File: config.mk
export PLATFORM = sky130hd
export DESIGN_NAME = trng_word_packer
export DESIGN_NICKNAME = d
export VERILOG_FILES = /design/src/rtl/trng_pkg.sv /design/src/rtl/trng_word_fifo.sv /design/src/rtl/trng_word_packer.sv
export SDC_FILE = /design/constraint.sdc
export NUM_CORES = 1
export LEC_CHECK = 0
export BUFFER_PORTS_ARGS = -buffer_cell sky130_fd_sc_hd__buf_4
export CAP_MARGIN = 10
export CORE_AREA = 2 2 160 162
export CTS_CLUSTER_SIZE = 20
export DETAILED_ROUTE_END_ITERATION = 12
export DIE_AREA = 0 0 162 164
export GPL_ROUTABILITY_DRIVEN = 0
export SETUP_SLACK_MARGIN = 0.05
export SLEW_MARGIN = 20
export SYNTH_ARGS = -nofsm -noshare
export SYNTH_HDL_FRONTEND = slang
export SYNTH_SLANG_ARGS = --single-unit
File: constraint.sdc
create_clock -name clk -period 4.73 [get_ports clk]
set_input_delay 0.7095 -clock clk [delete_from_list [all_inputs] [get_ports clk]]
set_output_delay 0.7095 -clock clk [all_outputs]
set_load 0.02 [all_outputs]
File: src/rtl/trng_pkg.sv
// Shared types and default sizing for the TRNG word packer.
package trng_pkg;

   // Packer control states
   typedef enum logic [1:0] {
      ST_IDLE    = 2'd0,
      ST_COLLECT = 2'd1,
      ST_ALARM   = 2'd2
   } packer_state_e;

   localparam int unsigned DEF_WORD_W     = 32;
   localparam int unsigned DEF_FIFO_DEPTH = 4;
   localparam int unsigned DEF_RCT_CUTOFF = 16;

endpackage

File: src/rtl/trng_word_fifo.sv
// Synchronous first-word-fall-through FIFO. Pointers carry one extra MSB so
// that equal addresses can be told apart as "full" or "empty".
module trng_word_fifo #(
   parameter int unsigned WIDTH = 32,
   parameter int unsigned DEPTH = 4
) (
   input  logic                           clk,
   input  logic                           rst_n,
   input  logic                           push_i,
   input  logic [WIDTH-1:0]               push_data_i,
   input  logic                           pop_i,
   output logic [WIDTH-1:0]               rd_data_o,
   output logic                           full_o,
   output logic                           empty_o,
   output logic [$clog2(DEPTH+1)-1:0]     count_o
);

   localparam int unsigned ADDR_W = $clog2(DEPTH);
   localparam int unsigned PTR_W  = ADDR_W + 1;
   localparam int unsigned CNT_W  = $clog2(DEPTH + 1);

   logic [WIDTH-1:0] mem_q [DEPTH];
   logic [PTR_W-1:0] wr_ptr_q, wr_ptr_d;
   logic [PTR_W-1:0] rd_ptr_q, rd_ptr_d;
   logic             do_push, do_pop;

   assign empty_o = (wr_ptr_q == rd_ptr_q);
   assign full_o  = (wr_ptr_q[PTR_W-1] != rd_ptr_q[PTR_W-1]) &&
                    (wr_ptr_q[ADDR_W-1:0] == rd_ptr_q[ADDR_W-1:0]);
   assign do_pop  = pop_i && !empty_o;
   // A pop in the same cycle frees the slot being written, so a full FIFO still accepts.
   assign do_push = push_i && (!full_o || do_pop);

   assign count_o   = CNT_W'(wr_ptr_q - rd_ptr_q);
   assign rd_data_o = empty_o ? '0 : mem_q[rd_ptr_q[ADDR_W-1:0]];

   // Pointer next-state
   always_comb begin
      wr_ptr_d = wr_ptr_q;
      rd_ptr_d = rd_ptr_q;
      if (do_push) wr_ptr_d = wr_ptr_q + PTR_W'(1);
      if (do_pop)  rd_ptr_d = rd_ptr_q + PTR_W'(1);
   end

   // Pointer registers
   always_ff @(posedge clk or negedge rst_n) begin
      if (!rst_n) begin
         wr_ptr_q <= '0;
         rd_ptr_q <= '0;
      end else begin
         wr_ptr_q <= wr_ptr_d;
         rd_ptr_q <= rd_ptr_d;
      end
   end

   // Word storage
   // NOTE: storage is left unreset; the read mux forces 0 while empty, so stale
   // entries are never visible after reset.
   always_ff @(posedge clk) begin
      if (do_push) mem_q[wr_ptr_q[ADDR_W-1:0]] <= push_data_i;
   end

endmodule

File: src/rtl/trng_word_packer.sv
// Packs corrected TRNG bits LSB-first into words, screens the stream with a
// repetition-count test and buffers completed words in a FWFT FIFO.
module trng_word_packer
   import trng_pkg::*;
#(
   parameter int unsigned WORD_W     = DEF_WORD_W,
   parameter int unsigned FIFO_DEPTH = DEF_FIFO_DEPTH,
   parameter int unsigned RCT_CUTOFF = DEF_RCT_CUTOFF
) (
   input  logic                                clk,
   input  logic                                rst_n,
   input  logic                                enable,
   input  logic                                bit_in,
   input  logic                                bit_valid,
   input  logic                                word_ready,
   input  logic                                clear_alarm,
   output logic [WORD_W-1:0]                   word_out,
   output logic                                word_valid,
   output logic [$clog2(FIFO_DEPTH+1)-1:0]     fifo_count,
   output logic                                alarm,
   output logic                                overflow
);

   localparam int unsigned      IDX_W    = $clog2(WORD_W);
   localparam logic [IDX_W-1:0] IDX_LAST = IDX_W'(WORD_W - 1);
   localparam logic [7:0]       RC_CUT   = 8'(RCT_CUTOFF);

   packer_state_e     state_q, state_d;
   logic [WORD_W-1:0] word_q, word_d;
   logic [IDX_W-1:0]  idx_q, idx_d;
   logic [7:0]        rc_q, rc_d;
   logic              last_q, last_d;
   logic              alarm_q, alarm_d;
   logic              overflow_q, overflow_d;

   logic              push_req;
   logic [WORD_W-1:0] push_word;
   logic              trip;
   logic              fifo_full, fifo_empty, pop;

   assign word_valid = !fifo_empty;
   assign pop        = word_valid && word_ready;
   assign alarm      = alarm_q;
   assign overflow   = overflow_q;

   // FSM next-state, bit packing, repetition-count test and sticky flags
   // NOTE: every variable gets a default first so no path leaves one unassigned
   // and no latch is inferred.
   always_comb begin
      state_d    = state_q;
      word_d     = word_q;
      idx_d      = idx_q;
      rc_d       = rc_q;
      last_d     = last_q;
      alarm_d    = alarm_q;
      overflow_d = overflow_q;
      push_req   = 1'b0;
      push_word  = word_q;
      trip       = 1'b0;

      unique case (state_q)
         ST_IDLE: begin
            if (enable && !alarm_q) state_d = ST_COLLECT;
         end
         ST_COLLECT: begin
            if (!enable) begin
               state_d = ST_IDLE;
            end else if (bit_valid) begin
               word_d[idx_q] = bit_in;
               last_d        = bit_in;
               if (rc_q == 8'd0 || bit_in != last_q) rc_d = 8'd1;
               else if (rc_q < RC_CUT)               rc_d = rc_q + 8'd1;

               if (rc_d == RC_CUT) begin
                  // Trip discards the partial word, including one completed by this bit.
                  trip    = 1'b1;
                  state_d = ST_ALARM;
                  alarm_d = 1'b1;
                  word_d  = '0;
                  idx_d   = '0;
               end else if (idx_q == IDX_LAST) begin
                  push_req  = 1'b1;
                  push_word = word_d;
                  word_d    = '0;
                  idx_d     = '0;
               end else begin
                  idx_d = idx_q + IDX_W'(1);
               end
            end
         end
         ST_ALARM: begin
            if (clear_alarm) state_d = ST_IDLE;
         end
         default: state_d = ST_IDLE;
      endcase

      // A coincident trip keeps the alarm set.
      if (clear_alarm) begin
         overflow_d = 1'b0;
         if (!trip) begin
            alarm_d = 1'b0;
            idx_d   = '0;
            rc_d    = 8'd0;
         end
      end

      if (!enable) begin
         word_d = '0;
         idx_d  = '0;
         rc_d   = 8'd0;
      end

      if (push_req && fifo_full && !pop) overflow_d = 1'b1;
   end

   // State and datapath registers
   // NOTE: sequential state uses non-blocking assignments so every register
   // samples the pre-edge values of the others.
   always_ff @(posedge clk or negedge rst_n) begin
      if (!rst_n) begin
         state_q    <= ST_IDLE;
         word_q     <= '0;
         idx_q      <= '0;
         rc_q       <= 8'd0;
         last_q     <= 1'b0;
         alarm_q    <= 1'b0;
         overflow_q <= 1'b0;
      end else begin
         state_q    <= state_d;
         word_q     <= word_d;
         idx_q      <= idx_d;
         rc_q       <= rc_d;
         last_q     <= last_d;
         alarm_q    <= alarm_d;
         overflow_q <= overflow_d;
      end
   end

   trng_word_fifo #(
      .WIDTH (WORD_W),
      .DEPTH (FIFO_DEPTH)
   ) u_fifo (
      .clk         (clk),
      .rst_n       (rst_n),
      .push_i      (push_req),
      .push_data_i (push_word),
      .pop_i       (word_ready),
      .rd_data_o   (word_out),
      .full_o      (fifo_full),
      .empty_o     (fifo_empty),
      .count_o     (fifo_count)
   );

endmodule

==> out/metrics.cfg <==
[worst_hold_path]
hold_path_class = input pin to async pin

[timing]
fin_crit_ps = 3470
slew_headroom_pct = 40.1
grt_setup_unrepaired = no
transition_time_at_the_pin_with_the_least_slew_margin_ps = 886
report.final.hold_viol_count = 0
fin_tns_setup_ps = 0
final-setup-viol-count = 0
drv_slew = 0
layout_worst_path_cycle_share_pct = 73.4
fmax_ghz = 0.288
fin_skew_ps = 8.60

[synth]
syn-instance-count = 826
synth-seq-cells = 184
synth_simple_gate_area_share_pct = 13.9
yosys.area_share.adder_pct = 1.99
synth-compound-area-share_pct = 18.2
multiplexer_share_of_the_synthesized_area_pct = 7.48
most_used_flip_flop_cell_after_synthesis = edfxtp_1
netlist.top_cell.by_area = edfxtp_1
synth-xor-area-share_pct = 0.537
yosys-top-cells-area = edfxtp_1, dfrtp_1, o211ai_1
total_nets_after_synthesis = 848
number_of_synthesized_flops_with_an_enable_pin = 128
syn_area_per_cell_um2 = 11.8
synth.cell_area_um2 = 9790
synth_largest_type_area_fraction_pct = 39.3
synth_sequential_area_ratio_pct = 53.6
largest_family_of_logic_cells_by_synthesized_area = compound AO/OA/AOI/OAI gates
share_of_async_settable_or_async_resettable_flops_after_synthesis_pct = 30.4
netlist-cell-type-count = 65
yosysWarnings = 0

[drt]
wl_per_cell_um = 20.4
routed_wire_length_mm = 23.9
drt_pre_antenna_iters = 6
drc = 0
drt_iter0_markers = 693
drt-vias-per-instance = 6.07
routed-via-count = 7105
ant_nets = 0

[status]
run_status = finished, final reports clean

[worst_setup_path]
critical_path_data_arrival_time_ps = 3540
crit_path_end_kind = flip-flop
worst_ep_required_time_ps = 4810
worstPathMaxFanout = 32
startpoint_type = flip-flop
ws_path_type = flip-flop to flip-flop

[clocking]
postCtsSetupBuffers = 0
cts-buffers-inserted = 17
worst_skew_pair_latency_ps = 430
numClockSinks = 184
post_cts_resized = 0
cts.path.max_buffers = 2
tritoncts_clock_tree = built
clock_pin_slew_reported_for_the_worst_setup_and_hold_paths_after_clock_tree_synthesis_ps = 70
hold_buffers = 0
clk_root_buffer_cell = clkbuf_16
h-tree-depth = 4

[cells_and_area]
num_antenna_cells = 0
fraction_of_final_layout_cells_with_drive_strength_greater_than_1_pct = 17.4
final_util_pct = 44.3
mostFrequentLayoutCell = edfxtp_1
fillers = 2309
fin_cells = 1170
final_cell_area_um2 = 11000
layout.nets = 849
syn_to_final_growth_pct = 12.4
layout.cells.most_common_list = edfxtp_1, o211ai_1, nand3_1

[floorplanning]
floorplan.io_pins = 45
die_y_um = 164
row_count = 58
floorplan.initialDensity_pct = 39.4
fp.dieArea_um2 = 26600
core_um2 = 24800
die_width_um = 162

[global_routing]
globalRouteOverflowTotal = 0
largest_net_degree_at_the_start_of_global_routing = 67
grt_pass1_wl_mm = 38.9
first_global_vias = 6940
antenna_found_initial = 0
grtUsageTotal_pct = 18.6

[power_and_ir_drop]
power_leakage_nw = 3.74
cellPowerDensity_nw_per_um2 = 295
report.power.total_mw = 3.24
vdd.ir_drop.worst_uv = 198

[flow_run]
timing.max_cap.violations = 0

[placed_design]
io_buffer_count = 44
hpwlAfterDp_mm = 13.2
post-place-cells = 1138
placed_area_um2 = 10400

## routing by layer
| layer | GRT usage [%] | routed length, um | vias to the layer above |
|---|---|---|---|
| met1 | 25.2 | 10800 | 3554 |
| met2 | 30.7 | 11400 | 239 |
| met3 | 3.33 | 1240 | 40 |
| li1 | - | - | 3272 |
| met5 | 0 | 0 | - |
| met4 | 5.67 | 400 | 0 |
## cells by family (layout without fill, tap and decap cells)
logic type	count (synthesis)	in the layout
adders and majority gates	15	15
and+or+nand+nor	244	244
muxes	33	33
xor gates and xnor gates	6	6
buffers and inverters	98	112
DFF	184	184
AOI/OAI and AO/OA	246	246
## through the flow
stage	hold slack [ps]	worst slack, ps
after CTS	394	1190
final	361	1260
after global routing	417	1020
after global placement	475	1200
after detailed placement	482	1170
after floorplan	414	93.9
## synth_stat cells, types with 3 or more instances
library cell,number
nor4bb_1,13
and3_1,4
xnor2_1,4
a32o_1,32
nand3_1,71
and2_1,34
nand2_1,44
nor2_1,41
o211ai_1,100
o21ai_0,70
nor4_1,3
clkbuf_1,66
o21ai_1,3
a21boi_0,3
buf_6,4
and4b_1,12
buf_1,5
o21a_1,4
a31oi_1,4
and4_1,4
dfrtp_1,56
edfxtp_1,128
ha_1,14
nor4b_1,4
a21oi_1,5
inv_1,14
mux4_2,32
buf_2,6
## critical path, stage by stage, from the launching register on
cell,delay (ps)
dfrtp_1,460
or4_4,590
nor3_1,500
nor4_4,80
buf_4,250
o21ai_0,500
and3_1,240
buf_4,450
## state kept, by name, indices dropped and copies added, names as in the netlist
| name | count |
|---|---|
| u_fifo.mem_q | 128 |
| word_q | 32 |
| rc_q | 8 |
| idx_q | 5 |
| u_fifo.rd_ptr_q | 3 |
| u_fifo.wr_ptr_q | 3 |
| state_q | 2 |
| alarm | 1 |
| last_q | 1 |
| overflow | 1 |
## power breakdown
| group | leakage [nW] | total, mW | switching, mW | internal (mW) |
|---|---|---|---|---|
| combinational | 1.39 | 0.129 | 0.106 | 0.0231 |
| clock | 0.286 | 1.40 | 0.693 | 0.708 |
| sequential | 2.06 | 1.71 | 0.00365 | 1.71 |
| total | 3.74 | 3.24 | 0.803 | 2.44 |
## final timing paths
path	start	endpoint	slack [ps]	cells past startpoint
worst max-delay path	rc_q[4]	u_fifo.mem_q[1][26]	1260	7
min in group clk	bit_valid	state_q[0]	470	2
worst min-delay path	rst_n	word_q[22]	360	1
worst max register to register	rc_q[4]	u_fifo.mem_q[1][26]	1260	7
max in group asynchronous	rst_n	u_fifo.rd_ptr_q[0]	3770	1
worst min register to register	u_fifo.wr_ptr_q[2]	u_fifo.wr_ptr_q[2]	490	1
## cell type report
class                           count  area, um2  area share, %
Inverter                           14       52.6          0.478
Sequential cell                   184       5250           47.7
Clock buffer                       17        425           3.87
Timing Repair Buffer               66        520           4.73
Clock inverter                     15        161           1.47
Tap cell                          330        413           3.75
Multi-Input combinational cell    544       4180           38.0
(Power assumes the default switching activity.)
